[src/rtl/baud_gen_frac_pkg.sv]
// Shared defaults for the UART fractional baud generator, plus standard
// divisor settings for a 50 MHz system clock at 16x oversampling.
package baud_gen_frac_pkg;

    localparam int DW_DEF      = 16;
    localparam int FW_DEF      = 4;
    localparam int OSR_DEF     = 16;
    localparam int OSW_DEF     = 4;
    localparam int DIV_RST_DEF = 27;

    // 50e6 / (16 * baud) split into integer part and 1/16 fraction
    localparam logic [15:0] DIV_INT_115200  = 16'd27;
    localparam logic [3:0]  DIV_FRAC_115200 = 4'd2;
    localparam logic [15:0] DIV_INT_9600    = 16'd325;
    localparam logic [3:0]  DIV_FRAC_9600   = 4'd8;

endpackage

[src/rtl/baud_gen_frac_if.sv]
// Control and tick bundle between the baud generator and the UART TX/RX.
interface baud_gen_frac_if #(
    parameter int DW  = 16,
    parameter int FW  = 4,
    parameter int OSW = 4
);
    logic          en;
    logic [DW-1:0] div_int;
    logic [FW-1:0] div_frac;
    logic          load;
    logic          resync;
    logic          os_tick;
    logic          half_tick;
    logic          bit_tick;
    logic          bit_clk;
    logic [OSW-1:0] os_cnt;
    logic          pending;

    modport master (
        output en, div_int, div_frac, load, resync,
        input  os_tick, half_tick, bit_tick, bit_clk, os_cnt, pending
    );

    modport slave (
        input  en, div_int, div_frac, load, resync,
        output os_tick, half_tick, bit_tick, bit_clk, os_cnt, pending
    );
endinterface

[src/rtl/baud_gen_frac_acc.sv]
// Fraction accumulator: adds the fractional step on every os tick and
// stretches the following os period by one cycle on carry-out.
module baud_frac_acc #(
    parameter int FW = 4
) (
    input  logic          clk,
    input  logic          rst,
    input  logic [FW-1:0] step,
    input  logic          tick,
    input  logic          clear,
    output logic          ext
);
    logic [FW-1:0] acc_q, acc_d;
    logic          ext_q, ext_d;
    logic [FW:0]   sum;

    always_comb begin
        sum   = {1'b0, acc_q} + {1'b0, step};
        acc_d = acc_q;
        ext_d = ext_q;
        if (clear) begin
            acc_d = '0;
            ext_d = 1'b0;
        end else if (tick) begin
            acc_d = sum[FW-1:0];
            ext_d = sum[FW];
        end
    end

    always_ff @(posedge clk or negedge rst) begin
        if (!rst) begin
            acc_q <= '0;
            ext_q <= 1'b0;
        end else begin
            acc_q <= acc_d;
            ext_q <= ext_d;
        end
    end

    assign ext = ext_q;
endmodule

[src/rtl/baud_gen_frac.sv]
// Fractional baud-rate generator: os/half/bit ticks and bit clock from a
// runtime-loadable N + F/2^FW divisor, with start-bit resync.
module baud_gen_frac
    import baud_gen_frac_pkg::*;
#(
    parameter int            DW      = DW_DEF,
    parameter int            FW      = FW_DEF,
    parameter int            OSR     = OSR_DEF,
    parameter int            OSW     = OSW_DEF,
    parameter logic [DW-1:0] DIV_RST = DW'(DIV_RST_DEF)
) (
    input logic             clk,
    input logic             rst,
    baud_gen_frac_if.slave  bus
);
    logic [DW-1:0]  n_act_q, n_act_d, n_shd_q, n_shd_d;
    logic [FW-1:0]  f_act_q, f_act_d, f_shd_q, f_shd_d;
    logic           pending_q, pending_d;
    logic [DW-1:0]  cnt_q, cnt_d;
    logic [OSW-1:0] os_cnt_q, os_cnt_d;
    logic           bit_clk_q, bit_clk_d;

    logic [DW-1:0]  n_eff;
    logic [DW:0]    last;
    logic           ext, os_tick, half_tick, bit_tick, apply;

    // Divisors 0 and 1 cannot form a count period, so they behave as 2
    assign n_eff     = (n_act_q < DW'(2)) ? DW'(2) : n_act_q;
    assign last      = {1'b0, n_eff} - (DW+1)'(1) + {{DW{1'b0}}, ext};
    assign os_tick   = bus.en & ~bus.resync & ({1'b0, cnt_q} == last);
    assign half_tick = os_tick & (os_cnt_q == OSW'(OSR/2 - 1));
    assign bit_tick  = os_tick & (os_cnt_q == OSW'(OSR - 1));
    assign apply     = pending_q & ~bus.resync & (os_tick | ~bus.en);

    baud_frac_acc #(.FW(FW)) u_acc (
        .clk   (clk),
        .rst   (rst),
        .step  (f_act_q),
        .tick  (os_tick),
        .clear (bus.resync | apply),
        .ext   (ext)
    );

    always_comb begin
        n_act_d   = n_act_q;
        f_act_d   = f_act_q;
        n_shd_d   = n_shd_q;
        f_shd_d   = f_shd_q;
        pending_d = pending_q;
        cnt_d     = cnt_q;
        os_cnt_d  = os_cnt_q;
        bit_clk_d = bit_clk_q;

        if (apply) begin
            n_act_d   = n_shd_q;
            f_act_d   = f_shd_q;
            pending_d = 1'b0;
        end
        // A load coinciding with apply re-arms with the newer value
        if (bus.load) begin
            n_shd_d   = bus.div_int;
            f_shd_d   = bus.div_frac;
            pending_d = 1'b1;
        end

        if (bus.resync) begin
            cnt_d    = '0;
            os_cnt_d = '0;
        end else if (os_tick) begin
            cnt_d    = '0;
            os_cnt_d = os_cnt_q + OSW'(1);
            if (bit_tick) bit_clk_d = ~bit_clk_q;
        end else if (bus.en) begin
            cnt_d = cnt_q + DW'(1);
        end
    end

    always_ff @(posedge clk or negedge rst) begin
        if (!rst) begin
            n_act_q   <= DIV_RST;
            f_act_q   <= '0;
            n_shd_q   <= '0;
            f_shd_q   <= '0;
            pending_q <= 1'b0;
            cnt_q     <= '0;
            os_cnt_q  <= '0;
            bit_clk_q <= 1'b0;
        end else begin
            n_act_q   <= n_act_d;
            f_act_q   <= f_act_d;
            n_shd_q   <= n_shd_d;
            f_shd_q   <= f_shd_d;
            pending_q <= pending_d;
            cnt_q     <= cnt_d;
            os_cnt_q  <= os_cnt_d;
            bit_clk_q <= bit_clk_d;
        end
    end

    assign bus.os_tick   = os_tick;
    assign bus.half_tick = half_tick;
    assign bus.bit_tick  = bit_tick;
    assign bus.bit_clk   = bit_clk_q;
    assign bus.os_cnt    = os_cnt_q;
    assign bus.pending   = pending_q;
endmodule
[src/flat_wrapper.sv]
// flat-port wrapper written by rule: the top's interface ports become plain ports
module baud_gen_frac_flat import baud_gen_frac_pkg::*;
#(
    parameter int            DW      = DW_DEF,
    parameter int            FW      = FW_DEF,
    parameter int            OSR     = OSR_DEF,
    parameter int            OSW     = OSW_DEF,
    parameter logic [DW-1:0] DIV_RST = DW'(DIV_RST_DEF)
)
  (clk, rst, bus_en, bus_div_int, bus_div_frac, bus_load, bus_resync, bus_os_tick, bus_half_tick, bus_bit_tick, bus_bit_clk, bus_os_cnt, bus_pending);
  baud_gen_frac_if #(.DW(DW), .FW(FW), .OSW(OSW)) bus_i ();
  input logic clk;
  input logic rst;
  input wire logic [$bits(bus_i.en)-1:0] bus_en;
  input wire logic [$bits(bus_i.div_int)-1:0] bus_div_int;
  input wire logic [$bits(bus_i.div_frac)-1:0] bus_div_frac;
  input wire logic [$bits(bus_i.load)-1:0] bus_load;
  input wire logic [$bits(bus_i.resync)-1:0] bus_resync;
  output wire logic [$bits(bus_i.os_tick)-1:0] bus_os_tick;
  output wire logic [$bits(bus_i.half_tick)-1:0] bus_half_tick;
  output wire logic [$bits(bus_i.bit_tick)-1:0] bus_bit_tick;
  output wire logic [$bits(bus_i.bit_clk)-1:0] bus_bit_clk;
  output wire logic [$bits(bus_i.os_cnt)-1:0] bus_os_cnt;
  output wire logic [$bits(bus_i.pending)-1:0] bus_pending;
  assign bus_i.en = bus_en;
  assign bus_i.div_int = bus_div_int;
  assign bus_i.div_frac = bus_div_frac;
  assign bus_i.load = bus_load;
  assign bus_i.resync = bus_resync;
  assign bus_os_tick = bus_i.os_tick;
  assign bus_half_tick = bus_i.half_tick;
  assign bus_bit_tick = bus_i.bit_tick;
  assign bus_bit_clk = bus_i.bit_clk;
  assign bus_os_cnt = bus_i.os_cnt;
  assign bus_pending = bus_i.pending;
  baud_gen_frac #(.DW(DW), .FW(FW), .OSR(OSR), .OSW(OSW), .DIV_RST(DIV_RST)) u_core (.clk(clk), .rst(rst), .bus(bus_i));
endmodule
[config.mk]
export PLATFORM = sky130hd
export DESIGN_NAME = baud_gen_frac_flat
export DESIGN_NICKNAME = d
export VERILOG_FILES = /design/src/rtl/baud_gen_frac_pkg.sv /design/src/rtl/baud_gen_frac_if.sv /design/src/rtl/baud_gen_frac_acc.sv /design/src/rtl/baud_gen_frac.sv /design/src/flat_wrapper.sv
export SDC_FILE = /design/constraint.sdc
export NUM_CORES = 1
export LEC_CHECK = 0
export CELL_PAD_IN_SITES_DETAIL_PLACEMENT = 1
export CELL_PAD_IN_SITES_GLOBAL_PLACEMENT = 1
export CORE_MARGIN = 4
export CORE_UTILIZATION = 49
export CTS_CLUSTER_DIAMETER = 50
export CTS_CLUSTER_SIZE = 28
export DETAILED_ROUTE_END_ITERATION = 12
export PLACE_DENSITY = 0.88
export SLEW_MARGIN = 20
export SYNTH_ARGS = -nofsm -noshare
export SYNTH_HDL_FRONTEND = slang
export SYNTH_SLANG_ARGS = --single-unit
[constraint.sdc]
create_clock -name clk -period 7.9 [get_ports clk]
set_input_delay 1.58 -clock clk [delete_from_list [all_inputs] [get_ports clk]]
set_output_delay 1.58 -clock clk [all_outputs]
set_load 0.005 [all_outputs]
After elaboration in Yosys (flattened, before gate mapping)
Cells that the tools add are included.
{"block": "word_totals", "ramBits": 0, "out_inout_bits": 9, "romBits": 0, "latch_bits": 0, "elab_cells": 47, "register_bits": 67, "input_bits": 25, "n_memories": 0}
{"block": "classes", "mul": 0, "reduce_logical": 5, "shifts": 0, "magnitude_cmp": 1, "n_mux": 12, "div": 0, "bitwise_logic": 11, "eq_ne": 3, "add_sub_neg": 5}
{"operator": "$mux 16", "n": 4}
{"operator": "$add 17x1->17", "n": 1}
{"operator": "$eq 16x17->1", "n": 1}
{"operator": "$sub 16x1->17 const B", "n": 1}
{"operator": "$add 16x1->16 const B", "n": 1}
{"operator": "$lt 16x2->1 const B", "n": 1}
{"operator": "$mux 4", "n": 4}
{"operator": "$and 1x1->1", "n": 6}
{"operator": "$reduce_bool 2->1", "n": 3}
{"operator": "$add 4x4->5", "n": 1}
{"operator": "$add 4x1->4 const B", "n": 1}
{"operator": "$eq 4x3->1 const B", "n": 1}
{"operator": "$eq 4x4->1 const B", "n": 1}
{"operator": "$mux 1", "n": 4}
{"operator": "$not 1->1", "n": 3}
{"operator": "$reduce_and 3->1", "n": 1}
{"operator": "$reduce_bool 3->1", "n": 1}
{"operator": "$or 1x1->1", "n": 2}

Depth between registers and ports, before layout
Gate-level depths: netlist of run 1.
{"block": "depth", "depth_word": 10, "ltp_mapped": 16}

Modules after synthesis
A second synthesis of run 1 with hierarchy kept.
{"block": "unflattened", "cells_unflattened": 412, "hier_area_um2": 3794.9}
{"mod": "baud_gen_frac", "seq_area_each_um2": 1556.5, "n_inst": 1, "cells_per_inst": 379, "area_per_inst_um2": 3448.3}
{"mod": "baud_frac_acc", "seq_area_each_um2": 125.1, "n_inst": 1, "cells_per_inst": 33, "area_per_inst_um2": 346.6}

Worst setup path before layout of run 1
Ideal clock, no wire load.
{"block": "synth_timing", "kind": "reg-to-output", "from": "register u_core.n_act_q[7]", "to": "output port bus_bit_tick", "slack_ps": 2991, "arrival_ps": 3329, "path_buffers": 2, "stages_incl_launch_ff": 14, "required_time_ps": 6320, "path_cell_list": "dfrtp_1 buf_4 nor4_2 nand4_1 nand2_1 ha_1 ha_1 clkbuf_1 and3_1 xnor2_1 a221o_1 a2111o_1 nor3_4 and4_1"}
{"block": "synth_via", "elab_chain_len": 7}
{"item": "from (decl)", "line_no": "baud_gen_frac.sv:16", "rtl": "logic [DW-1:0] n_act_q, n_act_d, n_shd_q, n_shd_d;"}
{"item": "from (signal assigned)", "line_no": "baud_gen_frac.sv:89", "rtl": "n_act_q <= n_act_d;"}
{"item": "$lt 16x2->1", "line_no": "baud_gen_frac.sv:28", "rtl": "assign n_eff = (n_act_q < DW'(2)) ? DW'(2) : n_act_q;"}
{"item": "$mux 16 (*)", "line_no": "baud_gen_frac.sv:28"}
{"item": "$sub 16x1->17 (*)", "line_no": "baud_gen_frac.sv:29", "rtl": "assign last = {1'b0, n_eff} - (DW+1)'(1) + {{DW{1'b0}}, ext};"}
{"item": "$add 17x1->17 (*)", "line_no": "baud_gen_frac.sv:29"}
{"item": "$eq 16x17->1 (*)", "line_no": "baud_gen_frac.sv:30", "rtl": "assign os_tick = bus.en & ~bus.resync & ({1'b0, cnt_q} == last);"}
{"item": "$and 1x1->1 (*)", "line_no": "baud_gen_frac.sv:30"}
{"item": "via bus_os_tick", "line_no": "flat_wrapper.sv:19", "rtl": "output wire logic [$bits(bus_i.os_tick)-1:0] bus_os_tick;"}
{"item": "$and 1x1->1 (*)", "line_no": "baud_gen_frac.sv:32", "rtl": "assign bit_tick = os_tick & (os_cnt_q == OSW'(OSR - 1));"}
{"item": "to (decl)", "line_no": "flat_wrapper.sv:21", "rtl": "output wire logic [$bits(bus_i.bit_tick)-1:0] bus_bit_tick;"}
Mark *: on every way through the listed nets, which the timed path passes. The rest lies on a longest branch.

Worst setup path after layout of run 1
{"block": "layout_timing", "from": "register u_core.n_act_q[7]", "to": "output port bus_half_tick"}
{"block": "layout_via", "elab_chain_len": 7}
{"item": "$lt 16x2->1", "line_no": "baud_gen_frac.sv:28"}
{"item": "$mux 16 (*)", "line_no": "baud_gen_frac.sv:28"}
{"item": "$sub 16x1->17 (*)", "line_no": "baud_gen_frac.sv:29"}
{"item": "$add 17x1->17 (*)", "line_no": "baud_gen_frac.sv:29"}
{"item": "$eq 16x17->1 (*)", "line_no": "baud_gen_frac.sv:30"}
{"item": "$and 1x1->1 (*)", "line_no": "baud_gen_frac.sv:30"}
{"item": "$and 1x1->1 (*)", "line_no": "baud_gen_frac.sv:31", "rtl": "assign half_tick = os_tick & (os_cnt_q == OSW'(OSR/2 - 1));"}
{"item": "to (decl)", "line_no": "flat_wrapper.sv:20", "rtl": "output wire logic [$bits(bus_i.half_tick)-1:0] bus_half_tick;"}
Every way passes the cells marked *; elsewhere a longest branch is shown, timed or not.

==> impl_metrics.toml, run 1 <==
[hold_path]
hold_path_depth = 1
worstHoldStart = "u_core.bus.bit_clk"
hold_end = "u_core.bus.bit_clk"
hp-class = "register to register"

[sta]
finalCritPeriodShare_pct = 79.0
worst_pin_slew_ns = 1.09
tns_ns = 0
fmax_mhz = 160
post-route-min-period_ns = 6.24
rsz0062_at_grt = "no"
final_max_slew_viol_count = 0
finalSetupViolCount = 0
skew_ns = 0.0204
finalHoldViolCount = 0
timing.final.ws_setup_ns = 1.66
slew_headroom_pct = 27.0

[clock_tree]
clockBufferDepth = 2
cts_hold_buf = 0
cts_setup_buffers = 0
insertion_delay_ns = 0.36
root_buffer = "clkbuf_8"
clk_pin_slew_ns = 0.09
cts-resized-gates = 0
cts.htree.levels = 3
cts_tree = "built"
cts-buffers-inserted = 9
cts_sinks = 67

[global_routing]
grt_usage_pct = 25.2
grt_pass1_wl_um = 21100
first_global_vias = 4153
grt_max_degree = 68
overflow = 0
antenna_found_initial = 0

[synth]
synth_nets = 515
synth_edf_count = 0
netlist_instances = 481
yosysSeqAreaShare_pct = 37.8
ys.flop_type = "dfrtp_1"
yosysWarnings = 0
synth_top_cell_area_share_pct = 35.5
synthTopCellsByArea = "dfrtp_1, mux2_2, nand4_1, a21boi_0, a31oi_1"
syn_avg_cell_area_um2 = 9.24
async_flop_share_pct = 100
yosysTopAreaCell = "dfrtp_1"
synth.distinct_cells = 60
syn-cell-area_um2 = 4440
ys_ff_latch = 67

[floorplan]
fp-row-count = 34
io_pins = 34
die_area_um2 = 10700
coreArea_um2 = 8760
die_h_um = 103
start_util_pct = 50.7
die_w_um = 103

[layout]
area_growth_syn_to_layout_pct = 11.6
drive_gt1_share_pct = 12.8
n_fill_cell = 997
fin_nets = 522
n_antenna_cell = 0

[critical_path]
crit-reg2reg-launch = "u_core.n_act_q[7]"
required_ns = 6.32
worst_path_max_delay_cell = "clkdlybuf4s50_1"
crit-reg2reg-capture = "u_core.n_act_q[2]"
cp_common_cell = "ha_1"
critPathLaunchType = "register"
cp-end-kind = "output port"
ff2ff_setup_slack_ns = 3.26
rr_worst_depth = 13
arrival_ns = 4.66
worst-setup-path-type = "register to output port"
crit_chain = "nor4_2, nand4_1, nand2_1, ha_1, ha_1, nand3_1, a221o_1, a21oi_1, o21ai_0, a2111o_1, nor3_4, and4_1, clkdlybuf4s50_1"
cp_max_fo = 10
cp_slowest_stage_delay_ns = 0.52

[pwr]
ir_drop_mv = 0.127
p_per_area_nw_per_um2 = 188
leakage_nw = 1.90
totalPowerFinal_w = 0.000933

[place]
place_ws_ns = 1.66
port_buffers = 33
place_congestion = 0.878
hpwl_um = 8600

[run_status]
status = "finished, final reports clean"

[detailed_routing]
routedWlPerCell_um = 21.0
drt-total-wl_um = 12600
drc = 0
first_iter_violations = 217
drt-vias-per-instance = 6.48
dr_total_vias = 3896
first_pass_iters = 5
antenna_left = 0

[job]
cap_viol_max_count = 0
==> cell usage after synthesis (all sizes together), types with 4 or more instances <==
master / number
nand4: 33
and2: 22
and3: 7
nand3: 14
clkbuf: 25
a21oi: 16
dfstp: 4
nor2b: 5
a31oi: 26
nor2: 13
a21boi: 22
o211ai: 20
buf: 20
ha: 8
and4: 4
nor4: 5
xnor2: 11
nor3: 21
dfrtp: 63
o21ai: 5
nand2b: 8
xor2: 18
nand2: 40
inv: 5
o311ai: 7
mux2: 21
==> layer usage <==
layer	global-route usage (%)	wire (µm)	up-vias
li1	-	-	1801
met1	32.8	5570	1974
met2	43.3	6210	95
met3	4.56	600	26
met4	6.87	259	0
met5	0	0	-
==> critical path: cells and delay by family (launching register included) <==
| family | cells | cell delay (ns) |
|---|---|---|
| buffers and inverters | 1 | 0.52 |
| adder cells (fa/ha/maj) | 2 | 0.58 |
| AO/OA/AOI/OAI | 4 | 1.18 |
| AND/OR/NAND/NOR | 6 | 1.55 |
| flip-flops | 1 | 0.48 |
==> sequential cells by signal, indices dropped and copies added (netlist names) <==
signal              flops
u_core.cnt_q           16
u_core.n_act_q         16
u_core.n_shd_q         16
u_core.bus.os_cnt       4
u_core.f_act_q          4
u_core.f_shd_q          4
u_core.u_acc.acc_q      4
u_core.bus.bit_clk      1
u_core.bus.pending      1
u_core.u_acc.ext        1
==> kinds of logic after synthesis <==
group                      count (synthesis)  share of synthesized area (%)
and+or+nand+nor                          188                           24.1
AOI/OAI and AO/OA                        116                           18.9
DFF                                       67                           37.8
adders and majority gates                  9                           2.70
buffers and inverters                     50                           5.18
xor gates and xnor gates                  29                           5.72
muxes                                     22                           5.55
==> layout by cell type (no fill, tap or decap), types with 2 or more instances in the layout <==
cell,count
a21boi_0,22
a21o_1,3
a21oi_1,14
a21oi_2,2
a221o_1,2
a311o_1,3
a31oi_1,26
and2_1,22
and3_1,6
and4_1,4
buf_4,8
clkbuf_8,9
clkdlybuf4s50_1,32
clkinv_4,2
clkinvlp_4,2
dfrtp_1,63
dfstp_2,4
ha_1,8
inv_1,5
mux2_2,20
nand2_1,40
nand2b_1,8
nand3_1,14
nand3b_1,3
nand4_1,33
nor2_1,12
nor2b_1,4
nor3_1,20
nor3b_1,3
nor4_1,3
o211ai_1,20
o21ai_0,3
o21ai_1,2
o311ai_1,7
o31ai_1,2
or2_2,2
or4_1,3
xnor2_1,11
xor2_1,18
==> final cells by class <==
class	count	area (µm²)	area share (%)
flip-flops and latches	67	1680	33.9
clock inverters	6	67.6	1.36
clock buffers	10	128	2.57
well taps	108	135	2.72
multi-input cells	364	2540	51.3
repair buffers	41	385	7.77
inverters	5	18.8	0.378
==> stage by stage <==
step                instances  hold slack, ns  utilization, %  cell area (µm²)
floorplan                 481           0.468               -             4440
global route              601           0.514            56.6             4960
finish                    601           0.485            56.6             4960
detailed placement        585           0.477            54.3             4760
CTS                       601           0.490            56.6             4960
global placement          585           0.462            54.3             4760
==> worst max path at each step <==
stage | from | to | slack (ns) | depth (start not counted)
detailed placement | bus_en | bus_half_tick | 1.66 | 10
global route | u_core.n_act_q[12] | bus_half_tick | 1.33 | 12
finish | u_core.n_act_q[7] | bus_half_tick | 1.66 | 13
floorplan | u_core.n_act_q[7] | bus_bit_tick | 2.99 | 13
global placement | bus_en | bus_bit_tick | 1.95 | 10
CTS | bus_en | bus_half_tick | 1.65 | 10
==> power by group <==
part           total (W)  switching (W)  leakage, nW  internal [W]
Combinational   0.000199       0.000108        0.974     0.0000908
Sequential      0.000443      0.0000616        0.830      0.000381
Clock           0.000292       0.000145       0.0925      0.000146
No activity file was read; power rests on OpenSTA's default activity.
==> run 2: changes to the inputs <==
- CORE_UTILIZATION: 49 -> 41
- PLACE_DENSITY: 0.88 -> 0.79
- clock period: 7.9 -> 5.14 ns (I/O delays scaled with it)
==> run 2 against run 1 <==
- via count rose by 4.6%
- flip-flop and latch count did not move
- combinational power is 110% higher
- wire length grew 8.7%
- total power rose by 68%
- highest routed layer unchanged
- clock power is 69% higher
- non-clock buffer count increased by 28
- worst setup slack got worse by 1.6 ns
- critical path type unchanged
- core utilization fell by 5.7 points
- cell area is 7.4% higher
- clock-buffer cell count unchanged
- largest cell class unchanged
==> impl_metrics.toml, run 2 (synthesized netlist as in run 1, its figures left out) <==
[run_status]
status = "finished, final reports clean"

[place]
place_congestion = 0.941
hpwl_um = 8950
port_buffers = 33

[clock_tree]
insertion_delay_ns = 0.36
root_buffer = "clkbuf_8"
cts_hold_buf = 0
clk_pin_slew_ns = 0.07
cts_sinks = 67
cts_tree = "built"
clockBufferDepth = 2
cts.htree.levels = 3
cts-buffers-inserted = 9

[critical_path]
required_ns = 4.11
worst-setup-path-type = "register to output port"
cp_max_fo = 7
arrival_ns = 4.06
crit-reg2reg-launch = "u_core.n_act_q[7]"
cp-end-kind = "output port"
critPathLaunchType = "register"
startpoint = "u_core.n_act_q[7]"

[sta]
skew_ns = 0.0189
rsz0062_at_grt = "yes"
finalHoldViolCount = 0
tns_ns = 0
worst_pin_slew_ns = 0.890
final_max_slew_viol_count = 0
finalCritPeriodShare_pct = 98.9
slew_headroom_pct = 40.5
post-route-min-period_ns = 5.09
holdWs_ns = 0.473
fmax_mhz = 197
finalSetupViolCount = 0

[global_routing]
overflow = 0
grt_usage_pct = 21.0
antenna_found_initial = 0
first_global_vias = 4144
grt_max_degree = 39
grt_pass1_wl_um = 21700

[layout]
final_common_cell = "dfrtp_1"
reg_top3 = "u_core.cnt_q (16), u_core.n_act_q (16), u_core.n_shd_q (16)"
fin_util_pct = 50.9
area_growth_syn_to_layout_pct = 19.9
fin_nets = 550
drive_gt1_share_pct = 19.8
n_antenna_cell = 0
final_cell_mix = "dfrtp_1, nand2_1, buf_4"

[floorplan]
io_pins = 34
start_util_pct = 42.5
fp-row-count = 37
coreArea_um2 = 10500
die_h_um = 112
die_area_um2 = 12600
die_w_um = 112

[detailed_routing]
drt-vias-per-instance = 6.20
routedWlPerCell_um = 20.9
first_pass_iters = 4
drt-total-wl_um = 13700
drc = 0
antenna_left = 0
first_iter_violations = 283
dr_total_vias = 4075

[job]
cap_viol_max_count = 0

[pwr]
p_per_area_nw_per_um2 = 295
leakage_nw = 2.07
ir_drop_mv = 0.219

[hold_path]
hp-class = "register to register"
worstHoldStart = "u_core.bus.bit_clk"
## run 2: cell count changes in the layout (fill, tap and decap cells not counted), moves of 2 or more
| cell | previous run | this run |
|---|---|---|
| nor4_4 | 1 | 3 |
| buf_4 | 8 | 36 |
| a21oi_1 | 14 | 12 |
| ha_4 | 0 | 2 |
| ha_1 | 8 | 6 |
| clkinvlp_4 | 2 | 0 |
| a21oi_2 | 2 | 4 |
| dfrtp_2 | 0 | 3 |
| dfrtp_1 | 63 | 60 |
## run 2: repair_timing
| action | in CTS | in global routing |
|---|---|---|
| pin swaps | 3 | 8 |
| setup buffers | 3 | 14 |
| endpoints found under the setup margin | 3 | 3 |
| gates resized for setup | 7 | 14 |
| hold endpoints to repair | 0 | 0 |
## run 2: metrics by stage
step                      cells  total power (W)  area [µm²]  setup slack (ns)
after floorplan             481         0.000884        4440             0.783
after global placement      624         0.000985        4880             0.266
after detailed placement    624          0.00101        4880           0.00986
after CTS                   643          0.00152        5160            0.0188
after global routing        657          0.00165        5330           -0.0816
final                       657          0.00157        5330            0.0544
## run 2: layout make-up
class	instances	area (µm²)
fill	1227	5130
clock inverter	6	91.3
clock buffer	10	128
multi-input combinational	364	2640
tap	136	170
sequential	67	1690
inverter	5	18.8
timing repair buffer	69	596
## run 2: critical path, cell delays in order (launching register included)
cell and delay [ns]:
dfrtp_2 0.45, nor4_4 0.39, and4_4 0.30, nor2_1 0.08, ha_4 0.21, buf_4 0.15
nand3_1 0.08, or2b_2 0.30, a221o_1 0.36, a2111o_1 0.44, nor3_4 0.23, and4_1 0.22
clkdlybuf4s50_1 0.50
## run 2: worst paths after layout
check | to | slack, ns | depth (start not counted)
max | bus_bit_tick | 0.05 | 12
min | u_core.bus.bit_clk | 0.47 | 1
max reg2reg | u_core.n_act_q[6] | 1.31 | 12
min reg2reg | u_core.bus.bit_clk | 0.47 | 1
max in group asynchronous | u_core.n_act_q[1] | 3.40 | 2
min in group asynchronous | u_core.cnt_q[7] | 0.73 | 1
## run 2: metal layers
| metal | part of all wire (%) | vias to the layer above | GRT usage (%) | wire length (µm) |
|---|---|---|---|---|
| li1 | - | 1862 | - | - |
| met1 | 43 | 2078 | 28.4 | 5960 |
| met2 | 49 | 108 | 35.0 | 6750 |
| met3 | 5.2 | 27 | 3.29 | 710 |
| met4 | 2.3 | 0 | 5.93 | 313 |
| met5 | 0 | - | 0 | 0 |
## run 2: where the power goes
group          leakage [nW]  internal [W]  switching [W]
logic                  1.13      0.000192       0.000218
registers             0.827      0.000587      0.0000808
clock network         0.110      0.000275       0.000218
